`src/rtl/fb_pkg.sv`:
```
// Shared framebuffer definitions: geometry, word widths, arbiter state encoding
// and the RGB colour constants used by the render path.
package fb_pkg;

   localparam int FB_W        = 64;
   localparam int FB_H        = 48;
   localparam int ADDR_W      = 15;
   localparam int DATA_W      = 24;
   localparam int RD_LATENCY  = 2;
   localparam int WR_MAX_WAIT = 16;
   localparam int STAT_W      = 16;

   typedef enum logic [1:0] {
      ARB_IDLE = 2'd0,
      ARB_RD   = 2'd1,
      ARB_WR   = 2'd2
   } arb_state_t;

   // Colour words are packed {R,G,B}, 8 bits per channel.
   localparam logic [DATA_W-1:0] RGB_BLACK  = 24'h000000;
   localparam logic [DATA_W-1:0] RGB_WHITE  = 24'hFFFFFF;
   localparam logic [DATA_W-1:0] RGB_RED    = 24'hFF0000;
   localparam logic [DATA_W-1:0] RGB_GREEN  = 24'h00FF00;
   localparam logic [DATA_W-1:0] RGB_BLUE   = 24'h0000FF;
   localparam logic [DATA_W-1:0] RGB_ORANGE = 24'hFF4000;

   function automatic logic [STAT_W-1:0] sat_inc(input logic [STAT_W-1:0] v,
                                                 input logic              inc);
      return (inc && (v != {STAT_W{1'b1}})) ? v + 1'b1 : v;
   endfunction

endpackage

```
`src/rtl/fb_rd_valid_pipe.sv`:
```
// Read-valid delay line: a DEPTH-stage shift register with synchronous clear,
// so in-flight read tokens vanish when the arbiter is reset.
module fb_rd_valid_pipe #(
   parameter int DEPTH = 2
) (
   input  logic clk,
   input  logic clr,
   input  logic in_valid,
   output logic out_valid
);

   logic [DEPTH-1:0] pipe_q;
   logic [DEPTH-1:0] pipe_d;

   always_comb begin
      pipe_d    = pipe_q << 1;
      pipe_d[0] = in_valid;
   end

   always_ff @(posedge clk) begin
      if (clr) pipe_q <= '0;
      else     pipe_q <= pipe_d;
   end

   assign out_valid = pipe_q[DEPTH-1];

endmodule

```
`src/rtl/fb_port_arbiter.sv`:
```
// Single-port framebuffer arbiter: display reads win by default, a starvation
// guard forces a write slot. Optional per-frame grant statistics: FB_ARB_STATS_EN.
module fb_port_arbiter #(
   parameter int ADDR_W      = fb_pkg::ADDR_W,
   parameter int DATA_W      = fb_pkg::DATA_W,
   parameter int RD_LATENCY  = fb_pkg::RD_LATENCY,
   parameter int WR_MAX_WAIT = fb_pkg::WR_MAX_WAIT
) (
   input  logic              clk,
   input  logic              rst,
   input  logic              rd_req,
   input  logic [ADDR_W-1:0] rd_addr,
   output logic              rd_gnt,
   output logic              rd_valid,
   output logic [DATA_W-1:0] rd_data,
   input  logic              wr_req,
   input  logic [ADDR_W-1:0] wr_addr,
   input  logic [DATA_W-1:0] wr_data,
   output logic              wr_gnt,
   input  logic              frame_done,
   output logic [ADDR_W-1:0] mem_address,
   output logic [DATA_W-1:0] mem_data,
   output logic              mem_wren,
   input  logic [DATA_W-1:0] mem_q,
   output logic              busy
`ifdef FB_ARB_STATS_EN
   ,
   output logic [15:0]       stat_wr_cnt,
   output logic [15:0]       stat_force_cnt
`endif
);

   import fb_pkg::*;

   localparam int                WAIT_W   = $clog2(WR_MAX_WAIT + 1);
   localparam logic [WAIT_W-1:0] WAIT_MAX = WAIT_W'(WR_MAX_WAIT);

   arb_state_t        state_q, state_d;
   logic [ADDR_W-1:0] mem_address_q, mem_address_d;
   logic [DATA_W-1:0] mem_data_q, mem_data_d;
   logic              mem_wren_q, mem_wren_d;
   logic [WAIT_W-1:0] wait_cnt_q, wait_cnt_d;
   logic              force_slot;

   assign force_slot = (wait_cnt_q == WAIT_MAX);

   // Grants are suppressed during reset so a request held across reset is dropped.
   always_comb begin
      // NOTE: every output of a combinational block gets a default first; a
      // path that leaves one unassigned would infer a latch.
      rd_gnt = 1'b0;
      wr_gnt = 1'b0;
      if (!rst) begin
         if (force_slot && wr_req) wr_gnt = 1'b1;
         else if (rd_req)          rd_gnt = 1'b1;
         else                      wr_gnt = wr_req;
      end
   end

   always_comb begin
      state_d       = ARB_IDLE;
      mem_address_d = mem_address_q;
      mem_data_d    = mem_data_q;
      mem_wren_d    = 1'b0;
      if (rd_gnt) begin
         state_d       = ARB_RD;
         mem_address_d = rd_addr;
      end else if (wr_gnt) begin
         state_d       = ARB_WR;
         mem_address_d = wr_addr;
         mem_data_d    = wr_data;
         mem_wren_d    = 1'b1;
      end

      if (wr_req && !wr_gnt) wait_cnt_d = force_slot ? wait_cnt_q : wait_cnt_q + 1'b1;
      else                   wait_cnt_d = '0;
   end

   always_ff @(posedge clk) begin
      // NOTE: state is updated with non-blocking assignments so every flop
      // samples the pre-edge values regardless of statement order.
      if (rst) begin
         state_q       <= ARB_IDLE;
         mem_address_q <= '0;
         mem_data_q    <= '0;
         mem_wren_q    <= 1'b0;
         wait_cnt_q    <= '0;
      end else begin
         state_q       <= state_d;
         mem_address_q <= mem_address_d;
         mem_data_q    <= mem_data_d;
         mem_wren_q    <= mem_wren_d;
         wait_cnt_q    <= wait_cnt_d;
      end
   end

   fb_rd_valid_pipe #(
      .DEPTH (RD_LATENCY)
   ) u_rd_valid_pipe (
      .clk       (clk),
      .clr       (rst),
      .in_valid  (rd_gnt),
      .out_valid (rd_valid)
   );

   assign rd_data     = mem_q;
   assign mem_address = mem_address_q;
   assign mem_data    = mem_data_q;
   assign mem_wren    = mem_wren_q;
   assign busy        = (state_q != ARB_IDLE);

`ifdef FB_ARB_STATS_EN
   logic [STAT_W-1:0] wr_cnt_q, wr_cnt_d;
   logic [STAT_W-1:0] force_cnt_q, force_cnt_d;
   logic [STAT_W-1:0] stat_wr_cnt_q, stat_wr_cnt_d;
   logic [STAT_W-1:0] stat_force_cnt_q, stat_force_cnt_d;
   logic              forced_gnt;

   assign forced_gnt = wr_gnt && force_slot;

   // A grant in the frame_done cycle opens the new frame's count.
   always_comb begin
      stat_wr_cnt_d    = stat_wr_cnt_q;
      stat_force_cnt_d = stat_force_cnt_q;
      wr_cnt_d         = sat_inc(wr_cnt_q, wr_gnt);
      force_cnt_d      = sat_inc(force_cnt_q, forced_gnt);
      if (frame_done) begin
         stat_wr_cnt_d    = wr_cnt_q;
         stat_force_cnt_d = force_cnt_q;
         wr_cnt_d         = STAT_W'(wr_gnt);
         force_cnt_d      = STAT_W'(forced_gnt);
      end
   end

   always_ff @(posedge clk) begin
      if (rst) begin
         wr_cnt_q         <= '0;
         force_cnt_q      <= '0;
         stat_wr_cnt_q    <= '0;
         stat_force_cnt_q <= '0;
      end else begin
         wr_cnt_q         <= wr_cnt_d;
         force_cnt_q      <= force_cnt_d;
         stat_wr_cnt_q    <= stat_wr_cnt_d;
         stat_force_cnt_q <= stat_force_cnt_d;
      end
   end

   assign stat_wr_cnt    = stat_wr_cnt_q;
   assign stat_force_cnt = stat_force_cnt_q;
`else
   logic unused_frame_done;
   assign unused_frame_done = frame_done;
`endif

endmodule

```
`config.mk`:
```
export PLATFORM = sky130hd
export DESIGN_NAME = fb_port_arbiter
export DESIGN_NICKNAME = d
export VERILOG_FILES = /design/src/rtl/fb_pkg.sv /design/src/rtl/fb_rd_valid_pipe.sv /design/src/rtl/fb_port_arbiter.sv
export SDC_FILE = /design/constraint.sdc
export NUM_CORES = 1
export LEC_CHECK = 0
export BUFFER_PORTS_ARGS = -buffer_cell sky130_fd_sc_hd__buf_2
export CORE_MARGIN = 1
export CORE_UTILIZATION = 44
export DETAILED_ROUTE_END_ITERATION = 12
export PLACE_DENSITY = 0.78
export SETUP_SLACK_MARGIN = 0.15
export SYNTH_ARGS = -nofsm -noshare
export SYNTH_HDL_FRONTEND = slang
export SYNTH_SLANG_ARGS = --single-unit
```
`constraint.sdc`:
```
create_clock -name clk -period 2.7 [get_ports clk]
set_input_delay 0.81 -clock clk [delete_from_list [all_inputs] [get_ports clk]]
set_output_delay 0.81 -clock clk [all_outputs]
set_load 0.02 [all_outputs]
```
# After elaboration in Yosys (flattened, before gate mapping)
# Index checks and enable logic that the tools add are counted.
[word_totals]
ff_bits = 49
wordCells = 30
[op_classes]
n_addsub = 1
n_eq_ne = 1
mux = 11
bitwise = 2
n_reduce_logical = 8
[op_table]
columns = ["op", "n"]
rows = [
  ["15-bit 2-to-1 mux", 2],
  ["1-bit 2-to-1 mux", 8],
  ["5-bit by 1-bit adder with 5-bit output (second input constant)", 1],
  ["5-bit equality test (second input constant)", 1],
  ["2-bit nonzero test", 2],
  ["2-bit OR reduction", 2],
  ["1-bit logical AND", 2],
  ["2-bit 2-to-1 mux", 1],
  ["1-bit NOT", 2],
  ["2-bit AND reduction", 1],
  ["1-bit zero test", 1],
]

# Logic depth before layout (Yosys ltp)
# Gate-level depths: netlist of run 1.
[depth]
word_depth = 8
mapped_depth = 7
mapped_depth_nobuf = 5

# By module
# A second synthesis of run 1 with hierarchy kept.
[unflattened]
hier_cells = 288
area_unflattened_um2 = 2672.6
[modules_own_cells]
columns = ["module", "n_inst", "cells_each", "area_each_um2", "seq_area_each_um2"]
rows = [
  ["fb_port_arbiter", 1, 284, 2620.0, 920.9],
  ["fb_rd_valid_pipe", 1, 4, 52.6, 40.0],
]

# Least setup slack after synthesis of run 1
# No wires, ideal clock.
[synth_timing]
path_kind = "input to output"
start = "input port rst"
end = "output port wr_gnt"
arrival_ns = 1.678
required_time_ns = 1.890
setup_slack_ns = 0.212
path_stages = 5
path_buffers = 3
cell_sequence = "buf_2 -> nor2b_1 -> buf_4 -> a21boi_4 -> buf_2"
[synth_via]
elab_chain_len = 1
[synth_lines]
columns = ["element", "line", "text"]
rows = [
  ["start, declared", "fb_port_arbiter.sv:10", "input logic rst,"],
  ["1-bit 2-to-1 mux", "fb_port_arbiter.sv:53", "if (!rst) begin"],
  ["end, declared", "fb_port_arbiter.sv:19", "output logic wr_gnt,"],
]
# No other way between the ends.

# Worst setup path in the final report of run 1
[layout_timing]
start = "register wait_cnt_q[0]"
end = "output port rd_gnt"
[layout_via]
elab_chain_len = 4
[layout_lines]
columns = ["element", "line", "text"]
rows = [
  ["start, declared", "fb_port_arbiter.sv:42", "logic [WAIT_W-1:0] wait_cnt_q, wait_cnt_d;"],
  ["start signal, assigned", "fb_port_arbiter.sv:93", "wait_cnt_q <= wait_cnt_d;"],
  ["5-bit equality test", "fb_port_arbiter.sv:45", "assign force_slot = (wait_cnt_q == WAIT_MAX);"],
  ["1-bit logical AND", "fb_port_arbiter.sv:54", "if (force_slot && wr_req) wr_gnt = 1'b1;"],
  ["1-bit 2-to-1 mux", "fb_port_arbiter.sv:54", ""],
  ["1-bit 2-to-1 mux", "fb_port_arbiter.sv:53", ""],
  ["end, declared", "fb_port_arbiter.sv:13", "output logic rd_gnt,"],
]
# No other way between the ends.

==> results.py, run 1 <==
metrics = {
    "route": {
        "drc": 0,
        "drtPass1Iterations": 4,
        "routed_wl_um": 5780,
        "wl_per_cell_um": 13.5,
        "viasPerCell": 5.19,
        "vias": 2214,
        "drt-initial-drc-count": 89,
        "antenna_left": 0,
    },
    "timing": {
        "worstMarginPinSlew_ps": 475,
        "rsz0062_at_grt": "false",
        "setup_viol": 0,
        "tns_ps": 0,
        "hold_viol_final": 0,
        "finClkSkew_ps": 9.13,
        "fin_crit_sh_pct": 89.4,
        "fin_crit_ps": 2410,
        "slew_headroom_pct": 68.3,
        "drv_slew": 0,
        "setup_slack_ps": 285,
        "max_freq_mhz": 414,
    },
    "run": {
        "drv_cap": 0,
    },
    "placed_design": {
        "postPlaceCellArea_um2": 3000,
        "io_buffers": 101,
        "place.gp.congestion": 0.728,
        "hpwl_um": 4130,
        "post-place-ws_ps": 446,
        "place_inst": 419,
    },
    "global_routing": {
        "grt_pass1_wl_um": 9200,
        "overflow": 0,
        "grt_pass1_vias": 2066,
        "antenna_found_initial": 0,
        "grt_usage_pct": 18.4,
        "grt_start_max_net_pins": 46,
    },
    "hold_path": {
        "holdPathStages": 1,
        "hold_path.class": "flip-flop to flip-flop",
        "hold_path.startpoint": "u_rd_valid_pipe.pipe_q[0]",
        "hold_end": "u_rd_valid_pipe.pipe_q[1]",
    },
    "cells_and_area": {
        "area_delta_synth_final_pct": 17.8,
        "final_net_count": 439,
        "final_area_um2": 3120,
        "layout_common_cells": "buf_2, dfxtp_1, nor3b_1, inv_1",
        "fin_util_pct": 55.2,
        "insertedDiodeCount": 0,
        "drive_gt1_share_pct": 45.4,
        "final_common_cell": "buf_2",
        "stdcell_count": 427,
    },
    "synth": {
        "yosys_warnings": 0,
        "synthesis.nets": 371,
        "ys_async_sr_fraction_pct": 0,
        "synth_area_per_cell_um2": 9.25,
        "synth-edff-count": 0,
        "synth-seq-cells": 47,
        "synth_ff_type": "dfxtp_1",
        "seq_area_frac_synth_pct": 35.6,
        "synth_cells": 286,
        "synth.distinct_cells": 30,
        "syn_area_um2": 2650,
    },
    "floorplan": {
        "die_w_um": 79.6,
        "rows": 27,
        "core_um2": 5640,
        "start_util_pct": 46.9,
        "die_area_um2": 6330,
        "die_y_um": 79.6,
        "ios": 151,
    },
    "power_and_ir_drop": {
        "switching_share_pct": 26.4,
        "p_sw_uw": 423,
        "total_leakage_power_nw": 1.38,
        "p_comb_share_pct": 19.8,
        "p_clk_share_pct": 33.1,
        "seqPwrFrac_pct": 47.1,
        "intPower_mw": 1.18,
        "powerDensity_nw_per_um2": 513,
        "ir_worst_vdd_mv": 0.293,
    },
    "outcome": {
        "status": "finished, final reports clean",
    },
    "cts": {
        "clk_path_buf_depth": 2,
        "cts_root_buf": "clkbuf_8",
        "cts.hold.buffers_added": 0,
        "cts.sinks": 47,
        "ctsResizeCount": 0,
        "clkSlewWorstSetupHoldPaths_ps": 90,
        "post_cts_buffers": 0,
        "cts_buffers": 5,
        "clkLatencyLatePin_ps": 300,
        "htree_levels": 2,
        "cts_tree": "built",
    },
    "worst_setup_path": {
        "reg2reg_from": "wait_cnt_q[0]",
        "r2r_slack_ps": 950,
        "reg2regPathDepth": 6,
        "cp-end-kind": "output pin",
        "rr_endpoint": "mem_address[4]",
        "path_max_fanout": 10,
        "crit_type": "flip-flop to output pin",
        "critical_path_arrival_ps": 1600,
        "critPathRequiredTime_ps": 1890,
        "start_kind": "flip-flop",
    },
}
power groups by stage:
stage	Clock (mW)	Combinational, mW	Sequential, mW
2_1_floorplan	0	0.207	0.818
3_3_place_gp	0	0.313	0.767
3_5_place_dp	0	0.319	0.769
4_1_cts	0.555	0.320	0.753
5_1_grt	0.583	0.346	0.758
6_report	0.529	0.317	0.753
logic make-up (layout without fill, tap and decap cells):
| group | after synthesis | after routing | share of synthesized area [%] |
|---|---|---|---|
| adders and majority gates | 2 | 2 | 0.945 |
| and+or+nand+nor | 84 | 84 | 20.0 |
| AOI/OAI and AO/OA | 43 | 43 | 12.9 |
| DFF | 47 | 47 | 35.6 |
| muxes | 30 | 30 | 13.8 |
| xor gates and xnor gates | 3 | 3 | 0.993 |
| buffers and inverters | 77 | 146 | 15.9 |
stage by stage:
step	power, mW	hold WS [ps]
detailed placement	1.09	461
floorplan	1.03	429
global route	1.69	495
global placement	1.08	448
CTS	1.63	470
finish	1.60	470
registers in the layout, summed over array words and instances (netlist names):
| signal | flops |
|---|---|
| mem_address | 15 |
| mem_data | 24 |
| state_q | 1 |
| u_rd_valid_pipe.pipe_q | 2 |
| wait_cnt_q | 5 |
critical path, cell delays in order (launching register included):
cell       delay [ps]
dfxtp_1           380
inv_1              60
ha_1              230
nand4bb_4         220
inv_1              90
a21oi_1           140
buf_2             190
area by class of cell:
cell class | count | area [um^2]
clock buffers | 6 | 82.6
fillers | 526 | 2520
well taps | 72 | 90.1
multi-input cells | 162 | 1290
repair buffers | 111 | 581
flip-flops and latches | 47 | 941
clock inverters | 2 | 35.0
inverters | 27 | 101
worst max-delay path by stage:
stage	startpoint	endpoint	slack (ps)	cells after the start
final	wait_cnt_q[0]	rd_gnt	290	6
after global routing	wait_cnt_q[0]	rd_gnt	190	6
after CTS	wait_cnt_q[0]	rd_gnt	260	6
after detailed placement	rst	wr_gnt	450	4
after global placement	rst	wr_gnt	450	4
after floorplan	rst	wr_gnt	210	5
cells in the mapped netlist, types with 2 or more instances:
cell	n	share of area [%]
dfxtp_1	47	36
nor3b_1	30	8.5
inv_1	27	3.8
buf_4	26	7.4
nand2_1	24	3.4
o32ai_1	24	7.9
mux2_2	23	9.8
o22ai_1	15	3.5
clkbuf_1	10	1.4
buf_2	9	1.7
nor3_1	8	1.5
mux2_4	7	4.0
nor3_2	7	2.6
nor2_1	4	0.57
buf_1	3	0.43
nand3_1	3	0.57
a21oi_1	2	0.38
ha_1	2	0.95
nand2b_1	2	0.47
nor2b_1	2	0.47
xor2_1	2	0.66
routing by layer:
layer	share of wire [%]	wire (um)	track usage, %	vias up
li1	-	-	-	1114
met1	43	2490	22.0	1026
met2	51	2940	31.6	58
met3	4.6	266	3.54	16
met4	1.4	82	8.00	0
met5	0	0	0	-
No activity file was read; power rests on OpenSTA's default activity.
==> inputs of run 2 (changes only) <==
--- a/config.mk
+++ b/config.mk
@@ -6,10 +6,9 @@
 export NUM_CORES = 1
 export LEC_CHECK = 0
 export BUFFER_PORTS_ARGS = -buffer_cell sky130_fd_sc_hd__buf_2
-export CORE_MARGIN = 1
-export CORE_UTILIZATION = 44
+export CORE_UTILIZATION = 40
 export DETAILED_ROUTE_END_ITERATION = 12
-export PLACE_DENSITY = 0.78
+export PLACE_DENSITY = 0.75
 export SETUP_SLACK_MARGIN = 0.15
 export SYNTH_ARGS = -nofsm -noshare
 export SYNTH_HDL_FRONTEND = slang
==> constraint.sdc (replaced) <==
create_clock -name clk -period 2 [get_ports clk]
set_input_delay 0.6 -clock clk [delete_from_list [all_inputs] [get_ports clk]]
set_output_delay 0.6 -clock clk [all_outputs]
set_load 0.02 [all_outputs]
==> results.py, run 2 (synthesized netlist as in run 1, its figures left out) <==
metrics = {
    "power_and_ir_drop": {
        "powerDensity_nw_per_um2": 665,
        "total_leakage_power_nw": 1.40,
        "total_power_mw": 2.12,
        "ir_worst_vdd_mv": 0.319,
    },
    "outcome": {
        "status": "finished, final reports clean",
    },
    "cts": {
        "cts_tree": "built",
        "clkLatencyLatePin_ps": 300,
        "clkSlewWorstSetupHoldPaths_ps": 90,
        "cts_buffers": 5,
        "htree_levels": 2,
        "cts_root_buf": "clkbuf_8",
        "clk_path_buf_depth": 2,
        "cts.hold.buffers_added": 0,
        "cts.sinks": 47,
    },
    "route": {
        "antenna_left": 0,
        "vias": 2257,
        "wl_per_cell_um": 13.7,
        "met2_length_um": 2870,
        "top_layer": "met4",
        "viasPerCell": 5.16,
        "met3_length_um": 455,
        "drt-initial-drc-count": 69,
        "wl_met1_um": 2530,
        "drc": 0,
        "routed_wl_um": 5990,
        "drtPass1Iterations": 6,
    },
    "cells_and_area": {
        "layout_common_cells": "buf_2, dfxtp_1, nor3b_1",
        "final_net_count": 445,
        "fillCellCount": 596,
        "drive_gt1_share_pct": 47.8,
        "insertedDiodeCount": 0,
        "final_common_cell": "buf_2",
        "area_delta_synth_final_pct": 20.6,
        "largest_reg_flops": 24,
    },
    "timing": {
        "tns_ps": 0,
        "setup_viol": 0,
        "slew_headroom_pct": 62.9,
        "rsz0062_at_grt": "true",
        "fin_crit_sh_pct": 93.9,
        "hold_viol_final": 0,
        "fin_crit_ps": 1880,
        "worstMarginPinSlew_ps": 557,
        "max_freq_mhz": 533,
        "finClkSkew_ps": 10.5,
        "drv_slew": 0,
    },
    "run": {
        "drv_cap": 0,
    },
    "hold_path": {
        "hold_path.class": "flip-flop to flip-flop",
    },
    "worst_setup_path": {
        "cp_slowest_stage_delay_ps": 340,
        "path_max_fanout": 3,
        "cp-end-kind": "output pin",
        "crit_type": "flip-flop to output pin",
        "start_kind": "flip-flop",
        "cp_slowest_cell": "dfxtp_2",
        "critical_path_arrival_ps": 1280,
        "crit_chain": "inv_2, ha_4, nand4bb_4, a21boi_4, buf_6",
        "critPathRequiredTime_ps": 1400,
    },
    "floorplan": {
        "rows": 29,
        "start_util_pct": 41.7,
        "die_area_um2": 6940,
        "die_w_um": 83.3,
        "core_um2": 6350,
        "ios": 151,
        "die_y_um": 83.3,
    },
    "global_routing": {
        "overflow": 0,
        "grt_usage_pct": 17.1,
        "grt_pass1_wl_um": 9800,
        "grt_pass1_vias": 2200,
        "grt_start_max_net_pins": 53,
        "antenna_found_initial": 0,
    },
    "placed_design": {
        "place.gp.congestion": 0.745,
        "hpwl_um": 4280,
        "io_buffers": 101,
    },
}
[run 2: through the flow]
step	cells	area, um^2	hold slack [ps]	utilization (%)	setup WS (ps)
5_1_grt	437	3190	500	50.3	58.1
4_1_cts	437	3190	479	50.3	96.2
3_3_place_gp	425	3020	446	47.6	121
6_report	437	3190	478	50.3	123
3_5_place_dp	425	3020	461	47.6	113
2_1_floorplan	286	2680	429	-	46.3
[run 2: path summary, 6_finish.rpt]
kind,cells after the start,slack [ps],from,to
max,5,120,wait_cnt_q[0],wr_gnt
min,2,480,mem_data[16],mem_data[16]
max reg2reg,8,330,wait_cnt_q[0],mem_address[12]
min reg2reg,2,480,mem_data[16],mem_data[16]
[run 2: per-layer routing]
| metal | global-route usage, % | up-vias |
|---|---|---|
| met4 | 7.21 | 0 |
| met5 | 0 | - |
| met3 | 5.07 | 20 |
| met1 | 19.3 | 1031 |
| li1 | - | 1126 |
| met2 | 29.7 | 80 |
[run 2: report_power, final]
part	switching [mW]	leakage (nW)	total (mW)	internal (mW)
Sequential	0.0246	0.388	1.02	0.991
Combinational	0.241	0.959	0.437	0.197
Clock	0.303	0.0513	0.670	0.367
Total	0.568	1.40	2.12	1.55
[run 2: layout make-up]
type                       instances  area, um^2  area share [%]
timing repair buffer             117         638            20.0
clock buffer                       6        72.6            2.27
tap                               77        96.3            3.02
inverter                          27         101            3.18
clock inverter                     1        30.0           0.941
sequential                        47         943            29.6
multi-input combinational        162        1310            41.0
[run 2: critical path: cells and delay by family, from the launching register on]
kind            cells  cell delay [ps]
compound gates      1              180
fa+ha+maj           1              130
buf+inv             2              200
flops               1              340
simple gates        1              140
[run 2: repair_timing]
action | 4_1_cts | 5_1_grt
resized for setup | 11 | 0
hold endpoints to repair | 0 | 0
endpoints found under the setup margin | 2 | 2
pin swaps | 2 | 0
buffers inserted | 5 | 0
==> inputs of run 3 (changes only) <==
--- a/config.mk
+++ b/config.mk
@@ -8,7 +8,7 @@
 export BUFFER_PORTS_ARGS = -buffer_cell sky130_fd_sc_hd__buf_2
 export CORE_UTILIZATION = 40
 export DETAILED_ROUTE_END_ITERATION = 12
-export PLACE_DENSITY = 0.75
+export PLACE_DENSITY = 0.85
 export SETUP_SLACK_MARGIN = 0.15
 export SYNTH_ARGS = -nofsm -noshare
 export SYNTH_HDL_FRONTEND = slang
==> results.py, run 3 (synthesized netlist as in run 1, its figures left out) <==
metrics = {
    "worst_setup_path": {
        "crit_chain": "inv_2, ha_4, nand4bb_4, inv_2, a21oi_4, buf_6",
        "worst-path-stages": 6,
        "cp-end-kind": "output pin",
        "critPathMostFrequentCell": "inv_2",
        "path_max_fanout": 3,
        "worst-path-buf-inv": 3,
        "cp_slowest_stage_delay_ps": 350,
        "cp_top_family": "flip-flops",
        "crit_path_start": "wait_cnt_q[1]",
        "reg2regPathDepth": 8,
        "critPathRequiredTime_ps": 1400,
        "cp_slowest_cell": "dfxtp_2",
        "start_kind": "flip-flop",
        "crit_type": "flip-flop to output pin",
        "reg2reg_from": "wait_cnt_q[1]",
        "critical_path_arrival_ps": 1300,
    },
    "cells_and_area": {
        "final_common_cell": "buf_2",
        "drive_gt1_share_pct": 47.9,
        "final_net_count": 445,
        "fillCellCount": 614,
        "area_delta_synth_final_pct": 21.2,
        "layout_common_cells": "buf_2, dfxtp_1, nor3b_1",
        "insertedDiodeCount": 0,
        "largest_reg_flops": 24,
    },
    "placed_design": {
        "io_buffers": 101,
        "hpwl_um": 4170,
        "post-place-ws_ps": 138,
        "place.gp.congestion": 0.808,
    },
    "cts": {
        "clkLatencyLatePin_ps": 300,
        "cts.hold.buffers_added": 0,
        "cts_buffers": 5,
        "cts_tree": "built",
        "htree_levels": 2,
        "clkSlewWorstSetupHoldPaths_ps": 90,
        "cts_root_buf": "clkbuf_8",
        "cts.sinks": 47,
        "clk_path_buf_depth": 2,
    },
    "power_and_ir_drop": {
        "powerDensity_nw_per_um2": 636,
        "ir_worst_vdd_mv": 0.316,
        "total_power_mw": 2.04,
        "total_leakage_power_nw": 1.41,
    },
    "floorplan": {
        "die_area_um2": 6940,
        "die_w_um": 83.3,
        "ios": 151,
        "start_util_pct": 41.7,
        "die_y_um": 83.3,
        "core_um2": 6350,
        "rows": 29,
    },
    "timing": {
        "worstMarginPinSlew_ps": 394,
        "whs_ps": 479,
        "fin_crit_sh_pct": 95.2,
        "drv_slew": 0,
        "fin_crit_ps": 1900,
        "tns_ps": 0,
        "finClkSkew_ps": 6.07,
        "setup_slack_ps": 96.5,
        "max_freq_mhz": 525,
        "rsz0062_at_grt": "true",
        "setup_viol": 0,
        "slew_headroom_pct": 73.7,
        "hold_viol_final": 0,
    },
    "hold_path": {
        "hold_path.startpoint": "mem_data[19]",
        "hold_path.class": "flip-flop to flip-flop",
        "holdPathStages": 2,
    },
    "route": {
        "drc": 0,
        "drtPass1Iterations": 4,
        "routed_wl_um": 6060,
        "drt-initial-drc-count": 72,
        "viasPerCell": 5.16,
        "wl_per_cell_um": 13.8,
        "antenna_left": 0,
        "vias": 2260,
    },
    "global_routing": {
        "grt_pass1_vias": 2244,
        "grt_usage_pct": 16.9,
        "grt_start_max_net_pins": 37,
        "antenna_found_initial": 0,
        "overflow": 0,
        "grt_pass1_wl_um": 9710,
    },
    "run": {
        "drv_cap": 0,
    },
    "outcome": {
        "status": "finished, final reports clean",
    },
}
[run 3: changes by cell type in the layout (fill, tap and decap cells not counted)]
| cell | delta |
|---|---|
| clkinv_4 | +2 |
| buf_6 | +1 |
| bufinv_16 | -1 |
| buf_12 | +2 |
| buf_4 | -3 |
[run 3: layout make-up]
cell class | instances | area [um^2] | share of cell area, %
inverters | 27 | 101 | 3.16
multi-input cells | 162 | 1310 | 40.8
clock buffers | 6 | 72.6 | 2.26
well taps | 77 | 96.3 | 3.00
repair buffers | 117 | 667 | 20.8
clock inverters | 2 | 17.5 | 0.546
flip-flops and latches | 47 | 943 | 29.4
[run 3: stage by stage]
stage / instances / util, % / cell area [um^2]
global placement: 425 / 48.0 / 3050
detailed placement: 425 / 48.0 / 3050
floorplan: 286 / - / 2680
CTS: 437 / 50.3 / 3200
finish: 438 / 50.5 / 3210
global route: 438 / 50.5 / 3210
[run 3: tightest hold or removal path, cell delays in order, from the launching register on]
cell,delay [ps]
dfxtp_1,310
inv_1,50
o32ai_1,70
[run 3: routing by layer]
| layer | global-route usage, % | up-vias | wire [um] |
|---|---|---|---|
| li1 | - | 1123 | - |
| met1 | 19.2 | 1074 | 2660 |
| met2 | 31.1 | 57 | 3050 |
| met3 | 4.17 | 6 | 302 |
| met4 | 4.86 | 0 | 34 |
| met5 | 0 | - | 0 |
[run 3: what timing repair did]
action                                  CTS  global route
resized for setup                        11             1
endpoints found under the setup margin    2             4
buffers inserted                          4             1
pin swaps                                 3             1
[run 3: path summary, 6_finish.rpt]
kind	slack [ps]	to
worst max-delay path	100	rd_gnt
worst min-delay path	480	mem_data[19]
worst max register to register	260	mem_address[6]
worst min register to register	480	mem_data[19]
[run 3: where the power goes]
part           internal (mW)  switching (mW)
clock                  0.252           0.327
sequential             0.991          0.0258
combinational          0.204           0.241
total                   1.45           0.595
